--- config.mk ---
export PLATFORM = sky130hd
export DESIGN_NAME = gate_classifier_flat
export DESIGN_NICKNAME = d
export VERILOG_FILES = /design/src/rtl/gate_classifier_if.sv /design/src/rtl/gate_classifier.sv /design/src/flat_wrapper.sv
export SDC_FILE = /design/constraint.sdc
export NUM_CORES = 1
export LEC_CHECK = 0
export ABC_CLOCK_PERIOD_IN_PS = 2900
export CORE_UTILIZATION = 29
export DETAILED_ROUTE_END_ITERATION = 10
export HOLD_SLACK_MARGIN = 0.05
export PLACE_DENSITY = 0.57
export REMOVE_ABC_BUFFERS = 1
export SETUP_SLACK_MARGIN = 0.2
export SLEW_MARGIN = 5
export SYNTH_ARGS = -nofsm -noshare
export SYNTH_HDL_FRONTEND = slang
export SYNTH_SLANG_ARGS = --single-unit
--- constraint.sdc ---
create_clock -name clk -period 2.9 [get_ports clk]
set_clock_uncertainty 0.1 [all_clocks]
set_input_delay 0.87 -clock clk [delete_from_list [all_inputs] [get_ports clk]]
set_output_delay 0.87 -clock clk [all_outputs]
set_load 0.005 [all_outputs]
--- src/rtl/gate_classifier_if.sv ---
// Request, result and probe signals between gate_classifier, its requester and the gate under test.
interface gate_classifier_if;
    logic       start;
    logic       probe_a;
    logic       probe_b;
    logic       probe_y;
    logic       busy;
    logic       done;
    logic [3:0] truth;
    logic [2:0] gate_code;
    logic       unstable;

    modport master (
        output start, probe_y,
        input  probe_a, probe_b, busy, done, truth, gate_code, unstable
    );

    modport slave (
        input  start, probe_y,
        output probe_a, probe_b, busy, done, truth, gate_code, unstable
    );
endinterface

--- src/rtl/gate_classifier.sv ---
// Sweeps all four input vectors through a 2-input gate and classifies its truth table.
// Optional double-pass stability recheck: define GATE_CLASSIFIER_RECHECK_EN.
module gate_classifier #(
    parameter int unsigned SETTLE = 1
) (
    input logic              clk,
    input logic              rst,
    gate_classifier_if.slave bus
);
    typedef enum logic [2:0] {StIdle, StDrive, StWait, StSample, StFinish} state_e;

    state_e     state_q;
    logic [1:0] idx_q;
    logic [3:0] cnt_q;
    logic [3:0] shadow_q;
    logic       probe_a_q;
    logic       probe_b_q;
    logic       busy_q;
    logic       done_q;
    logic [3:0] truth_q;
    logic [2:0] gate_code_q;
    logic [3:0] sweep;

`ifdef GATE_CLASSIFIER_RECHECK_EN
    logic       pass_q;
    logic [3:0] first_q;
    logic       unstable_q;
`endif

    function automatic logic [2:0] decode(input logic [3:0] t);
        case (t)
            4'b1000: decode = 3'd0;
            4'b1110: decode = 3'd1;
            4'b0011: decode = 3'd2;
            4'b0111: decode = 3'd3;
            4'b0001: decode = 3'd4;
            4'b0110: decode = 3'd5;
            4'b1001: decode = 3'd6;
            default: decode = 3'd7;
        endcase
    endfunction

    // Complete pass result including the bit being captured on this edge.
    always_comb begin
        sweep        = shadow_q;
        sweep[idx_q] = bus.probe_y;
    end

    always_ff @(posedge clk) begin
        if (rst) begin
            state_q     <= StIdle;
            idx_q       <= 2'd0;
            cnt_q       <= 4'd0;
            shadow_q    <= 4'd0;
            probe_a_q   <= 1'b0;
            probe_b_q   <= 1'b0;
            busy_q      <= 1'b0;
            done_q      <= 1'b0;
            truth_q     <= 4'd0;
            gate_code_q <= 3'd7;
`ifdef GATE_CLASSIFIER_RECHECK_EN
            pass_q      <= 1'b0;
            first_q     <= 4'd0;
            unstable_q  <= 1'b0;
`endif
        end else begin
            done_q <= 1'b0;
            case (state_q)
                StIdle: begin
                    if (bus.start) begin
                        state_q   <= StDrive;
                        idx_q     <= 2'd0;
                        probe_a_q <= 1'b0;
                        probe_b_q <= 1'b0;
                        busy_q    <= 1'b1;
`ifdef GATE_CLASSIFIER_RECHECK_EN
                        pass_q    <= 1'b0;
`endif
                    end
                end
                StFinish: state_q <= StIdle;
                default: begin
                    if (state_q == StDrive && SETTLE >= 2) begin
                        state_q <= StWait;
                        cnt_q   <= 4'(SETTLE - 2);
                    end else if (state_q == StDrive && SETTLE == 1) begin
                        state_q <= StSample;
                    end else if (state_q == StWait) begin
                        if (cnt_q == 4'd0) state_q <= StSample;
                        else cnt_q <= cnt_q - 4'd1;
                    end else begin
                        // Last cycle of the drive window: capture and move on.
                        shadow_q[idx_q] <= bus.probe_y;
                        if (idx_q != 2'd3) begin
                            idx_q                  <= idx_q + 2'd1;
                            {probe_a_q, probe_b_q} <= idx_q + 2'd1;
                            state_q                <= StDrive;
                        end else begin
`ifdef GATE_CLASSIFIER_RECHECK_EN
                            if (!pass_q) begin
                                pass_q    <= 1'b1;
                                first_q   <= sweep;
                                idx_q     <= 2'd0;
                                probe_a_q <= 1'b0;
                                probe_b_q <= 1'b0;
                                state_q   <= StDrive;
                            end else begin
                                state_q     <= StFinish;
                                busy_q      <= 1'b0;
                                done_q      <= 1'b1;
                                probe_a_q   <= 1'b0;
                                probe_b_q   <= 1'b0;
                                truth_q     <= first_q;
                                unstable_q  <= (first_q != sweep);
                                gate_code_q <= (first_q != sweep) ? 3'd7 : decode(first_q);
                            end
`else
                            state_q     <= StFinish;
                            busy_q      <= 1'b0;
                            done_q      <= 1'b1;
                            probe_a_q   <= 1'b0;
                            probe_b_q   <= 1'b0;
                            truth_q     <= sweep;
                            gate_code_q <= decode(sweep);
`endif
                        end
                    end
                end
            endcase
        end
    end

    assign bus.probe_a   = probe_a_q;
    assign bus.probe_b   = probe_b_q;
    assign bus.busy      = busy_q;
    assign bus.done      = done_q;
    assign bus.truth     = truth_q;
    assign bus.gate_code = gate_code_q;
`ifdef GATE_CLASSIFIER_RECHECK_EN
    assign bus.unstable  = unstable_q;
`else
    assign bus.unstable  = 1'b0;
`endif
endmodule

--- src/flat_wrapper.sv ---
// flat-port wrapper written by rule: the top's interface ports become plain ports
module gate_classifier_flat 
#(
    parameter int unsigned SETTLE = 1
)
  (clk, rst, bus_start, bus_probe_y, bus_probe_a, bus_probe_b, bus_busy, bus_done, bus_truth, bus_gate_code, bus_unstable);
  gate_classifier_if bus_i ();
  input logic clk;
  input logic rst;
  input wire logic [$bits(bus_i.start)-1:0] bus_start;
  input wire logic [$bits(bus_i.probe_y)-1:0] bus_probe_y;
  output wire logic [$bits(bus_i.probe_a)-1:0] bus_probe_a;
  output wire logic [$bits(bus_i.probe_b)-1:0] bus_probe_b;
  output wire logic [$bits(bus_i.busy)-1:0] bus_busy;
  output wire logic [$bits(bus_i.done)-1:0] bus_done;
  output wire logic [$bits(bus_i.truth)-1:0] bus_truth;
  output wire logic [$bits(bus_i.gate_code)-1:0] bus_gate_code;
  output wire logic [$bits(bus_i.unstable)-1:0] bus_unstable;
  assign bus_i.start = bus_start;
  assign bus_i.probe_y = bus_probe_y;
  assign bus_probe_a = bus_i.probe_a;
  assign bus_probe_b = bus_i.probe_b;
  assign bus_busy = bus_i.busy;
  assign bus_done = bus_i.done;
  assign bus_truth = bus_i.truth;
  assign bus_gate_code = bus_i.gate_code;
  assign bus_unstable = bus_i.unstable;
  gate_classifier #(.SETTLE(SETTLE)) u_core (.clk(clk), .rst(rst), .bus(bus_i));
endmodule
== Word-level counts from Yosys, hierarchy flattened ==
Cells that the tools add are included.

* Mux-type cells: 30
* Magnitude comparators: 2
* Divide/modulo/power cells: 0
* Multipliers: 0
* Bitwise logic cells: 6
* Shift-type cells: 0
* Add/subtract/negate cells: 2
* Equality and inequality tests: 16
* Reductions and logical operators: 13

{| class="wikitable"
|+ Operator list
! cell !! number
|-
| $pmux W3 S7 || 1
|-
| $mux W3 || 5
|-
| $mux W1 || 13
|-
| $eq A4 B4 Y1 const B || 3
|-
| $reduce_and A4 Y1 || 3
|-
| $ne A2 B2 Y1 const B || 5
|-
| $reduce_and A5 Y1 || 2
|-
| $eq A4 B3 Y1 const B || 2
|-
| $mux W2 || 4
|-
| $not A1 Y1 || 6
|-
| $pmux W1 S2 || 3
|-
| $pmux W3 S2 || 1
|-
| $ne A5 B4 Y1 const B || 1
|-
| $reduce_or A5 Y1 || 1
|-
| $bwmux W4 || 1
|-
| $eq A4 B1 Y1 const B || 1
|-
| $eq A4 B2 Y1 const B || 1
|-
| $logic_not A4 Y1 || 1
|-
| $pmux W2 S2 || 1
|-
| $sub A4 B1 Y4 const B || 1
|-
| $eq A3 B1 Y1 const B || 1
|-
| $eq A3 B2 Y1 const B || 1
|-
| $eq A3 B3 Y1 const B || 1
|-
| $logic_not A3 Y1 || 1
|-
| 9 further kinds || 9
|}

* RAM bits: 0
* Bits in registers: 24
* Bits in latches: 0
* Memories kept: 0
* Input bits: 4
* Output and inout bits: 12
* Bits in read-only memories: 0

== Logic depth before layout (Yosys ltp) ==
Gate-level depths: netlist (run 1).

* Depth after elaboration: 7
* Depth in mapped cells: 6
* Gate-level depth less buffers: 6

== Worst setup path after synthesis (run 1) ==
Ideal clock, no wire load.

* Path type: input-to-reg
* Start: in bus_probe_y
* End: reg u_core.gate_code_q[1] (netlist: u_core.bus.gate_code[1])
* Required time: 2.736 ns
* Cell stages on the path: 4
* Path buffers: 0
* Setup time: 0.064 ns
* Arrival time: 1.848 ns
* Path slack: 0.889 ns
* Path through: mux2_2 or3_1 a211o_1 nand4_1

* Word-level cells in the longest chain between the ends: 3
* Elaborated cells on any way between the ends: 9
* Those cells by class: eq/ne: 7; mux: 2

{| class="wikitable"
|+ Ends and longest elaborated chain
! what !! RTL line !! source
|-
| start, declared || flat_wrapper.sv:11 || <nowiki>input wire logic [$bits(bus_i.probe_y)-1:0] bus_probe_y;</nowiki>
|-
| $bwmux W4 (*) || gate_classifier.sv:46 || <nowiki>sweep[idx_q] = bus.probe_y;</nowiki>
|-
| $eq A4 B4 Y1, or another cell as far along || gate_classifier.sv:31 || <nowiki>case (t)</nowiki>
|-
| $pmux W3 S7 (*) || gate_classifier.sv:31 ||
|-
| end signal, assigned || gate_classifier.sv:124 || <nowiki>gate_code_q <= decode(sweep);</nowiki>
|-
| end, declared || gate_classifier.sv:21 || <nowiki>logic [2:0] gate_code_q;</nowiki>
|}

Mark *: on every way between the ends. The rest lies on a longest branch, timed or not.
A chain may end at the register's enable or synchronous reset.

== Worst setup path after layout (run 1) ==
* Start: in bus_probe_y
* End: reg u_core.gate_code_q[2] (netlist: u_core.bus.gate_code[2])

The elaborated chain is that of the path after synthesis.

==> impl_metrics.yaml, run 1 <==
status:
  outcome: "completed"
finish:
  final_util: 0.3741
  nets: 150
  antennaDiodeCount: 0
  fin_cells: 188
  drive_gt1_frac: 0.07857
  area_growth_pct: 21.16
  final_area_um2: 1390
pwr:
  intPower_uw: 562.9
  pwr-share-seq: 0.485
  cellLeakagePower_uw: 0.0005114
  p_clk_frac: 0.403
  share_comb_of_total_power: 0.112
  powerDensity_nw_per_um2: 525.1
  p_sw_frac: 0.2288
  total_switching_power_uw: 167.0
  irDropWorstVdd_mv: 0.1582
global_routing:
  grt_max_degree: 15
  grt_pass1_wl_mm: 3.864
  grt_pass1_vias: 888
  antenna_found_initial: 0
  grt-ovfl-total: 0
  grt_usage: 0.1217
yosys:
  ys_types: 37
  synth_area_um2: 1147
  ys_warn_count: 0
  synth_seq_cells: 24
  synth_top_area_share: 0.4188
  syn_area_per_cell_um2: 9.034
  synth_cells: 127
  yosysTopAreaCell: "dfxtp_1"
  yosysSeqAreaShare: 0.4188
  synth.area.top_cells: "dfxtp_1 42%, nor2_1 7.5%, a211oi_1 5.9%, ha_1 5.5%, mux2i_1 3.5%"
clock_tree:
  numCtsBuffers: 3
  cts_tree: "built"
  cts_max_path_buffers: 2
  cts_max_level: 1
  path_clk_slew_ns: 0.08
  clockRootBuffer: "clkbuf_8"
  holdBufCountCts: 0
  cts_sinks: 24
  clock_latency_ns: 0.27
  post_cts_buffers: 0
  cts_resized: 0
floorplan:
  coreArea_um2: 3716
  io-pin-count: 16
  initial_utilization: 0.3088
  die_w_um: 64.90
  die_area_um2: 4212
  die_h_um: 64.90
  rows: 22
sta:
  fin_tns_setup_ns: 0
  worst_slew_pin_slew_ns: 0.5801
  fin_crit_ns: 2.444
  slew_viol_final: 0
  finalHoldViolations: 0
  grt_setup_unrepaired: "false"
  fmax_mhz: 409.1
  fin_crit_sh: 0.8429
  slew_headroom: 0.6022
  whs_ns: 0.3861
  finalSetupViolCount: 0
detailed_routing:
  vias: 945
  wl_per_cell_um: 12.28
  route.detailed.drc: 0
  dr.first_iter.drc_count: 20
  ant_nets: 0
  via_per_inst: 5.027
  wl_mm: 2.308
  drtPass1Iterations: 4
placement:
  place_area_um2: 1319
  routabilityCongestion: 0.7755
  hpwl_mm: 1.701
  io_buffers: 14
  dp_cells: 184
worst_setup_path:
  critPathMaxFanout: 8
  crit_type: "input pin to register"
  path_buf_inv: 1
  crit_path_max_incr_delay_ns: 0.53
  cp.arrival_ns: 2.49
  critPathTopFamily: "multiplexers"
  cp-end-kind: "register"
  path_cells: "clkdlybuf4s50_1, mux2i_1, nor3_1, o31ai_1, o2111ai_1"
  required_ns: 2.95
  critPathLaunchType: "input pin"
  critical_path.slowest_cell: "mux2i_1"
flow_run:
  max_cap_violations: 0
min_path:
  hold_class: "register to register"
## cell usage after synthesis (all sizes together)
cell type / count
a2111oi: 2
a211o: 2
a211oi: 9
a21boi: 1
a21o: 1
a21oi: 2
a221oi: 1
a31oi: 1
and2: 1
buf: 4
clkbuf: 2
conb: 1
dfxtp: 24
ha: 5
inv: 9
maj3: 1
mux2: 2
mux2i: 5
nand2: 4
nand2b: 1
nand3: 1
nand4: 1
nor2: 23
nor3: 6
nor3b: 2
o2111a: 1
o2111ai: 1
o211a: 1
o21ai: 5
o311a: 1
o31ai: 1
or3: 2
xnor2: 4
## worst reg2reg max path: stages (launching register included)
cell and delay [ns]:
dfxtp_1 0.45, ha_1 0.34, mux2i_2 0.47, nor3_1 0.11, o31ai_1 0.32, o2111ai_1 0.16
## routing by layer
metal  track usage  wire length, µm
met3       0.02465               85
met5             0                0
met2        0.2161             1104
met1        0.1305             1057
met4       0.07500               59
## layout by cell type (no fill, tap or decap), types with 2 or more instances in the layout
cell type        Yosys  routed
a211oi_1             9       9
xnor2_1              4       4
mux2i_1              4       4
o21ai_0              5       5
inv_1                9       9
nor3_1               6       6
nand2_1              4       4
a21oi_1              2       2
nor3b_1              2       2
mux2_2               2       2
or3_1                2       2
clkdlybuf4s50_1      0      14
clkbuf_8             0       3
nor2_1              23      23
a211o_1              2       2
dfxtp_1             24      24
ha_1                 5       5
## power groups by stage
stage | Combinational [µW] | Sequential [µW] | Clock [µW]
final | 81.8 | 354 | 294
after detailed placement | 81.4 | 362 | 0
after CTS | 81.9 | 354 | 300
after global placement | 77.9 | 361 | 0
after floorplan | 54.3 | 359 | 0
after global routing | 91.9 | 357 | 315
## flip-flops by register name, summed over array words and instances (netlist names)
register,flops
u_core.bus.truth,4
u_core.cnt_q,4
u_core.shadow_q,4
u_core.bus.gate_code,3
u_core.state_q,3
u_core.idx_q,2
u_core.bus.busy,1
u_core.bus.done,1
u_core.bus.probe_a,1
u_core.bus.probe_b,1
## through the flow
stage / setup WS [ns] / power [µW]
after global placement: 0.2500 / 439.2
final: 0.4555 / 729.9
after CTS: 0.4389 / 735.5
after global routing: 0.3627 / 763.5
after floorplan: 0.8888 / 413.3
after detailed placement: 0.1804 / 443.3
## path summary, 6_finish.rpt
path                                        startpoint                                    to  slack (ns)  cells after the start
setup reg to reg          u_core.idx_q[0]$_SDFFE_PP0P_  u_core.bus.gate_code[2]$_SDFFE_PP1P_        0.83                      5
hold / removal    u_core.bus.gate_code[2]$_SDFFE_PP1P_  u_core.bus.gate_code[2]$_SDFFE_PP1P_        0.39                      2
setup / recovery                           bus_probe_y  u_core.bus.gate_code[2]$_SDFFE_PP1P_        0.46                      5
hold reg to reg   u_core.bus.gate_code[2]$_SDFFE_PP1P_  u_core.bus.gate_code[2]$_SDFFE_PP1P_        0.39                      2
## area by class of cell
cell class | instances | area (µm²)
clock buffer | 3 | 41.29
inverter | 9 | 33.78
multi-input combinational | 88 | 596.8
timing repair buffer | 15 | 147.6
sequential | 24 | 480.5
fill | 370 | 2326
tap | 48 | 60.06
clock inverter | 1 | 30.03
## logic make-up (layout without fill, tap and decap cells)
group,after synthesis,in the layout,synth area share
adder cells (fa/ha/maj),6,6,0.06434
buffers and inverters,15,28,0.06107
AND/OR/NAND/NOR,41,41,0.1592
flip-flops,24,24,0.4188
AO/OA/AOI/OAI,29,29,0.1963
multiplexers,7,7,0.06652
other,1,1,0.003268
XOR/XNOR,4,4,0.03053
(Power assumes the default switching activity.)
==> run 2: changes to the inputs <==
--- a/config.mk
+++ b/config.mk
@@ -5,7 +5,7 @@
 export SDC_FILE = /design/constraint.sdc
 export NUM_CORES = 1
 export LEC_CHECK = 0
-export ABC_CLOCK_PERIOD_IN_PS = 2900
+export ABC_CLOCK_PERIOD_IN_PS = 2350
 export CORE_UTILIZATION = 29
 export DETAILED_ROUTE_END_ITERATION = 10
 export HOLD_SLACK_MARGIN = 0.05
==> constraint.sdc (replaced) <==
create_clock -name clk -period 2.35 [get_ports clk]
set_clock_uncertainty 0.1 [all_clocks]
set_input_delay 0.705 -clock clk [delete_from_list [all_inputs] [get_ports clk]]
set_output_delay 0.705 -clock clk [all_outputs]
set_load 0.005 [all_outputs]
==> impl_metrics.yaml, run 2 (same netlist as run 1, synthesis figures left out) <==
clock_tree:
  numCtsBuffers: 3
  cts_tree: "built"
  cts_sinks: 24
  path_clk_slew_ns: 0.08
  clock_latency_ns: 0.26
  cts_max_level: 1
  post_cts_buffers: 0
  holdBufCountCts: 0
  cts_max_path_buffers: 2
  clockRootBuffer: "clkbuf_8"
worst_setup_path:
  crit_path_max_incr_delay_ns: 0.46
  rrSetupSlack_ns: 0.33
  crit_type: "register to register"
  cp.arrival_ns: 2.12
  r2r_cells: 6
  critPathCapture: "u_core.bus.gate_code[1]$_SDFFE_PP1P_"
  reg2reg_to: "u_core.bus.gate_code[1]$_SDFFE_PP1P_"
  critPathLaunchType: "register"
  critPathMaxFanout: 7
  required_ns: 2.45
  r2r-start: "u_core.idx_q[0]$_SDFFE_PP0P_"
  path_cells: "inv_1, ha_1, mux2_2, or3_1, a211o_1, nand4_1"
  cp-end-kind: "register"
  critical_path.slowest_cell: "dfxtp_1"
  critPathLaunch: "u_core.idx_q[0]$_SDFFE_PP0P_"
floorplan:
  initial_utilization: 0.3088
  die_w_um: 64.90
  rows: 22
  io-pin-count: 16
  coreArea_um2: 3716
  die_h_um: 64.90
  die_area_um2: 4212
global_routing:
  grt_max_degree: 15
  antenna_found_initial: 0
  grt_usage: 0.1241
  grt_pass1_vias: 894
  grt-ovfl-total: 0
  grt_pass1_wl_mm: 3.946
sta:
  fmax_mhz: 496.1
  fin_crit_sh: 0.8578
  fin_crit_ns: 2.016
  grt_setup_unrepaired: "false"
  slew_viol_final: 0
  finalHoldViolations: 0
  finalSetupViolCount: 0
placement:
  routabilityCongestion: 0.7569
  io_buffers: 14
  place_area_um2: 1379
  hpwl_mm: 1.710
pwr:
  cellLeakagePower_uw: 0.0005304
  p_clk_frac: 0.302
  pwr-share-seq: 0.553
  p_sw_frac: 0.2494
  total_switching_power_uw: 197.5
  powerDensity_nw_per_um2: 556.7
  total_power_uw: 792.0
  irDropWorstVdd_mv: 0.2193
  share_comb_of_total_power: 0.146
  intPower_uw: 594.5
detailed_routing:
  via_per_inst: 4.841
  drtPass1Iterations: 4
  wl_mm: 2.298
  wl_per_cell_um: 11.78
  ant_nets: 0
  route.detailed.drc: 0
  dr.first_iter.drc_count: 38
  vias: 944
min_path:
  hold_class: "register to register"
status:
  outcome: "completed"
finish:
  area_growth_pct: 23.99
  final_util: 0.3828
  antennaDiodeCount: 0
  final_area_um2: 1423
  nets: 158
  mostFrequentLayoutCells: "24 x dfxtp_1, 23 x nor2_1, 13 x clkdlybuf4s50_1"
  layout_commonest_cell: "dfxtp_1"
  drive_gt1_frac: 0.1293
flow_run:
  max_cap_violations: 0
==> run 2: worst min path at each step <==
stage	start	to	slack, ns	cells after the start
detailed placement	u_core.bus.gate_code[2]$_SDFFE_PP1P_	u_core.bus.gate_code[2]$_SDFFE_PP1P_	0.38	2
global route	u_core.bus.truth[1]$_SDFFE_PP0P_	u_core.bus.truth[1]$_SDFFE_PP0P_	0.43	2
finish	u_core.bus.gate_code[2]$_SDFFE_PP1P_	u_core.bus.gate_code[2]$_SDFFE_PP1P_	0.38	2
global placement	u_core.bus.gate_code[2]$_SDFFE_PP1P_	u_core.bus.gate_code[2]$_SDFFE_PP1P_	0.37	2
CTS	u_core.bus.gate_code[2]$_SDFFE_PP1P_	u_core.bus.gate_code[2]$_SDFFE_PP1P_	0.40	2
floorplan	u_core.bus.gate_code[2]$_SDFFE_PP1P_	u_core.bus.gate_code[2]$_SDFFE_PP1P_	0.36	2
==> run 2: layer usage <==
metal / up-vias / wire [µm] / GRT usage
met4: 0 / 70 / 0.09444
li1: 489 / - / -
met5: - / 0 / 0
met2: 12 / 1087 / 0.1979
met3: 4 / 39 / 0.01761
met1: 439 / 1100 / 0.1489
==> run 2: layout make-up <==
cell class / instances / area, µm²
Fill cell: 381 / 2293
Multi-Input combinational cell: 88 / 600.6
Sequential cell: 24 / 480.5
Timing Repair Buffer: 23 / 206.4
Tap cell: 48 / 60.06
Clock buffer: 3 / 41.29
Inverter: 9 / 33.78
==> run 2: power by group through the flow <==
stage                     clock, µW  sequential [µW]  combinational, µW
after detailed placement          0              447                115
final                           239              438                115
after floorplan                   0              443               66.9
after global routing            265              440                129
after CTS                       249              437                115
after global placement            0              446                112
==> run 2: repair_timing <==
item / CTS / global route
resized for setup: 1 / 1
hold endpoints to repair: 0 / 0
cloned: 0 / 0
setup endpoints to repair: 2 / 1
==> run 2: per-stage QoR <==
step                      hold slack, ns  setup WS, ns  TNS (ns)  std cells
after global placement            0.3705      -0.07312   -0.1268        192
after global routing              0.4266        0.2055         0        195
final                             0.3836        0.3342         0        195
after CTS                         0.4005        0.3536         0        195
after detailed placement          0.3805      -0.09651   -0.1928        192
after floorplan                   0.3590        0.5038         0        121
==> run 2: critical path, delay by kind of cell (launching register included) <==
family / cells / cell delay [ns]
multiplexers: 1 / 0.29
adder cells (fa/ha/maj): 1 / 0.24
AO/OA/AOI/OAI: 1 / 0.30
flip-flops: 1 / 0.46
AND/OR/NAND/NOR: 2 / 0.47
buffers and inverters: 1 / 0.11
==> run 3: changes to the inputs <==
--- a/config.mk
+++ b/config.mk
@@ -9,6 +9,7 @@
 export CORE_UTILIZATION = 29
 export DETAILED_ROUTE_END_ITERATION = 10
 export HOLD_SLACK_MARGIN = 0.05
+export MAX_ROUTING_LAYER = met4
 export PLACE_DENSITY = 0.57
 export REMOVE_ABC_BUFFERS = 1
 export SETUP_SLACK_MARGIN = 0.2
==> impl_metrics.yaml, run 3 (same netlist as run 1, synthesis figures left out) <==
worst_setup_path:
  path_buf_inv: 1
  required_ns: 2.45
  cp.arrival_ns: 2.12
  cp-end-kind: "register"
  critPathMaxFanout: 7
  crit_type: "register to register"
  crit_path_max_incr_delay_ns: 0.46
  critical_path.slowest_cell: "dfxtp_1"
  critPathTopFamily: "simple AND/OR/NAND/NOR gates"
  critPathLaunchType: "register"
  path_cells: "inv_1, ha_1, mux2_2, or3_1, a211o_1, nand4_1"
sta:
  fmax_mhz: 495.5
  fin_crit_ns: 2.018
  finalHoldViolations: 0
  finalSetupViolCount: 0
  grt_setup_unrepaired: "false"
  whs_ns: 0.3836
  slew_viol_final: 0
  fin_tns_setup_ns: 0
  fin_crit_sh: 0.8588
global_routing:
  grt_max_degree: 15
  antenna_found_initial: 0
  grt-ovfl-total: 0
  grt_pass1_vias: 894
  grt_pass1_wl_mm: 3.946
  grt_usage: 0.1275
floorplan:
  io-pin-count: 16
  die_h_um: 64.90
  initial_utilization: 0.3088
  die_area_um2: 4212
  coreArea_um2: 3716
  rows: 22
  die_w_um: 64.90
clock_tree:
  cts_max_level: 1
  path_clk_slew_ns: 0.08
  clock_latency_ns: 0.26
  cts_max_path_buffers: 2
  cts_sinks: 24
  cts_tree: "built"
  post_cts_buffers: 0
  numCtsBuffers: 3
  clockRootBuffer: "clkbuf_8"
detailed_routing:
  wl_per_cell_um: 11.79
  drtPass1Iterations: 4
  ant_nets: 0
  via_per_inst: 4.867
  vias: 949
  dr.first_iter.drc_count: 38
  route.detailed.drc: 0
  wl_mm: 2.299
flow_run:
  max_cap_violations: 0
placement:
  place_area_um2: 1379
  routabilityCongestion: 0.7667
  hpwl_mm: 1.710
  io_buffers: 14
status:
  outcome: "completed"
finish:
  n_fill_cell: 381
  mostFrequentLayoutCells: "24 x dfxtp_1, 23 x nor2_1, 13 x clkdlybuf4s50_1"
  final_area_um2: 1423
  area_growth_pct: 23.99
  final_util: 0.3828
  nets: 158
  antennaDiodeCount: 0
  drive_gt1_frac: 0.1293
  layout_commonest_cell: "dfxtp_1"
min_path:
  hold_class: "register to register"
pwr:
  irDropWorstVdd_mv: 0.2193
  cellLeakagePower_uw: 0.0005304
  powerDensity_nw_per_um2: 556.7
  total_power_uw: 792.0
-- run 3: cell counts in the layout (fill, tap and decap cells not counted) --
No cell type changed its count.
-- run 3: area by class of cell --
cell class / instances / area [µm²] / area share
sequential: 24 / 480.5 / 0.3377
tap: 48 / 60.06 / 0.04222
multi-input combinational: 88 / 600.6 / 0.4222
inverter: 9 / 33.78 / 0.02375
clock buffer: 3 / 41.29 / 0.02902
timing repair buffer: 23 / 206.4 / 0.1451
-- run 3: path summary, 6_finish.rpt --
path | start | to | slack [ns] | depth (start not counted)
worst min register to register | u_core.bus.gate_code[2]$_SDFFE_PP1P_ | u_core.bus.gate_code[2]$_SDFFE_PP1P_ | 0.38 | 2
worst min-delay path | u_core.bus.gate_code[2]$_SDFFE_PP1P_ | u_core.bus.gate_code[2]$_SDFFE_PP1P_ | 0.38 | 2
worst max register to register | u_core.idx_q[0]$_SDFFE_PP0P_ | u_core.bus.gate_code[1]$_SDFFE_PP1P_ | 0.33 | 6
worst max-delay path | u_core.idx_q[0]$_SDFFE_PP0P_ | u_core.bus.gate_code[1]$_SDFFE_PP1P_ | 0.33 | 6
-- run 3: what timing repair did --
item,CTS,global route
hold buffers,0,0
endpoints found under the setup margin,2,1
hold endpoints to repair,0,0
gates resized for setup,1,1
-- run 3: metal layers --
metal	GRT usage	share of wire
met4	0.09444	0.030
met3	0.01761	0.017
met5	-	0
met1	0.1489	0.48
met2	0.1979	0.48
-- run 3: where the power goes --
part	internal, µW	switching, µW
clock network	115	124
registers	421	17.2
logic	59.4	56.1
total	594	198
-- run 3: worst reg2reg max path, delay by kind of cell (launching register included) --
family / cells / cell delay (ns)
simple gates: 2 / 0.47
flops: 1 / 0.46
compound gates: 1 / 0.30
mux: 1 / 0.29
fa+ha+maj: 1 / 0.24
buf+inv: 1 / 0.11
-- run 3: per-stage QoR --
stage,setup WS (ns),instances
after global routing,0.2055,195
after global placement,-0.07312,192
after CTS,0.3536,195
after detailed placement,-0.09651,192
final,0.3319,195
after floorplan,0.5038,121
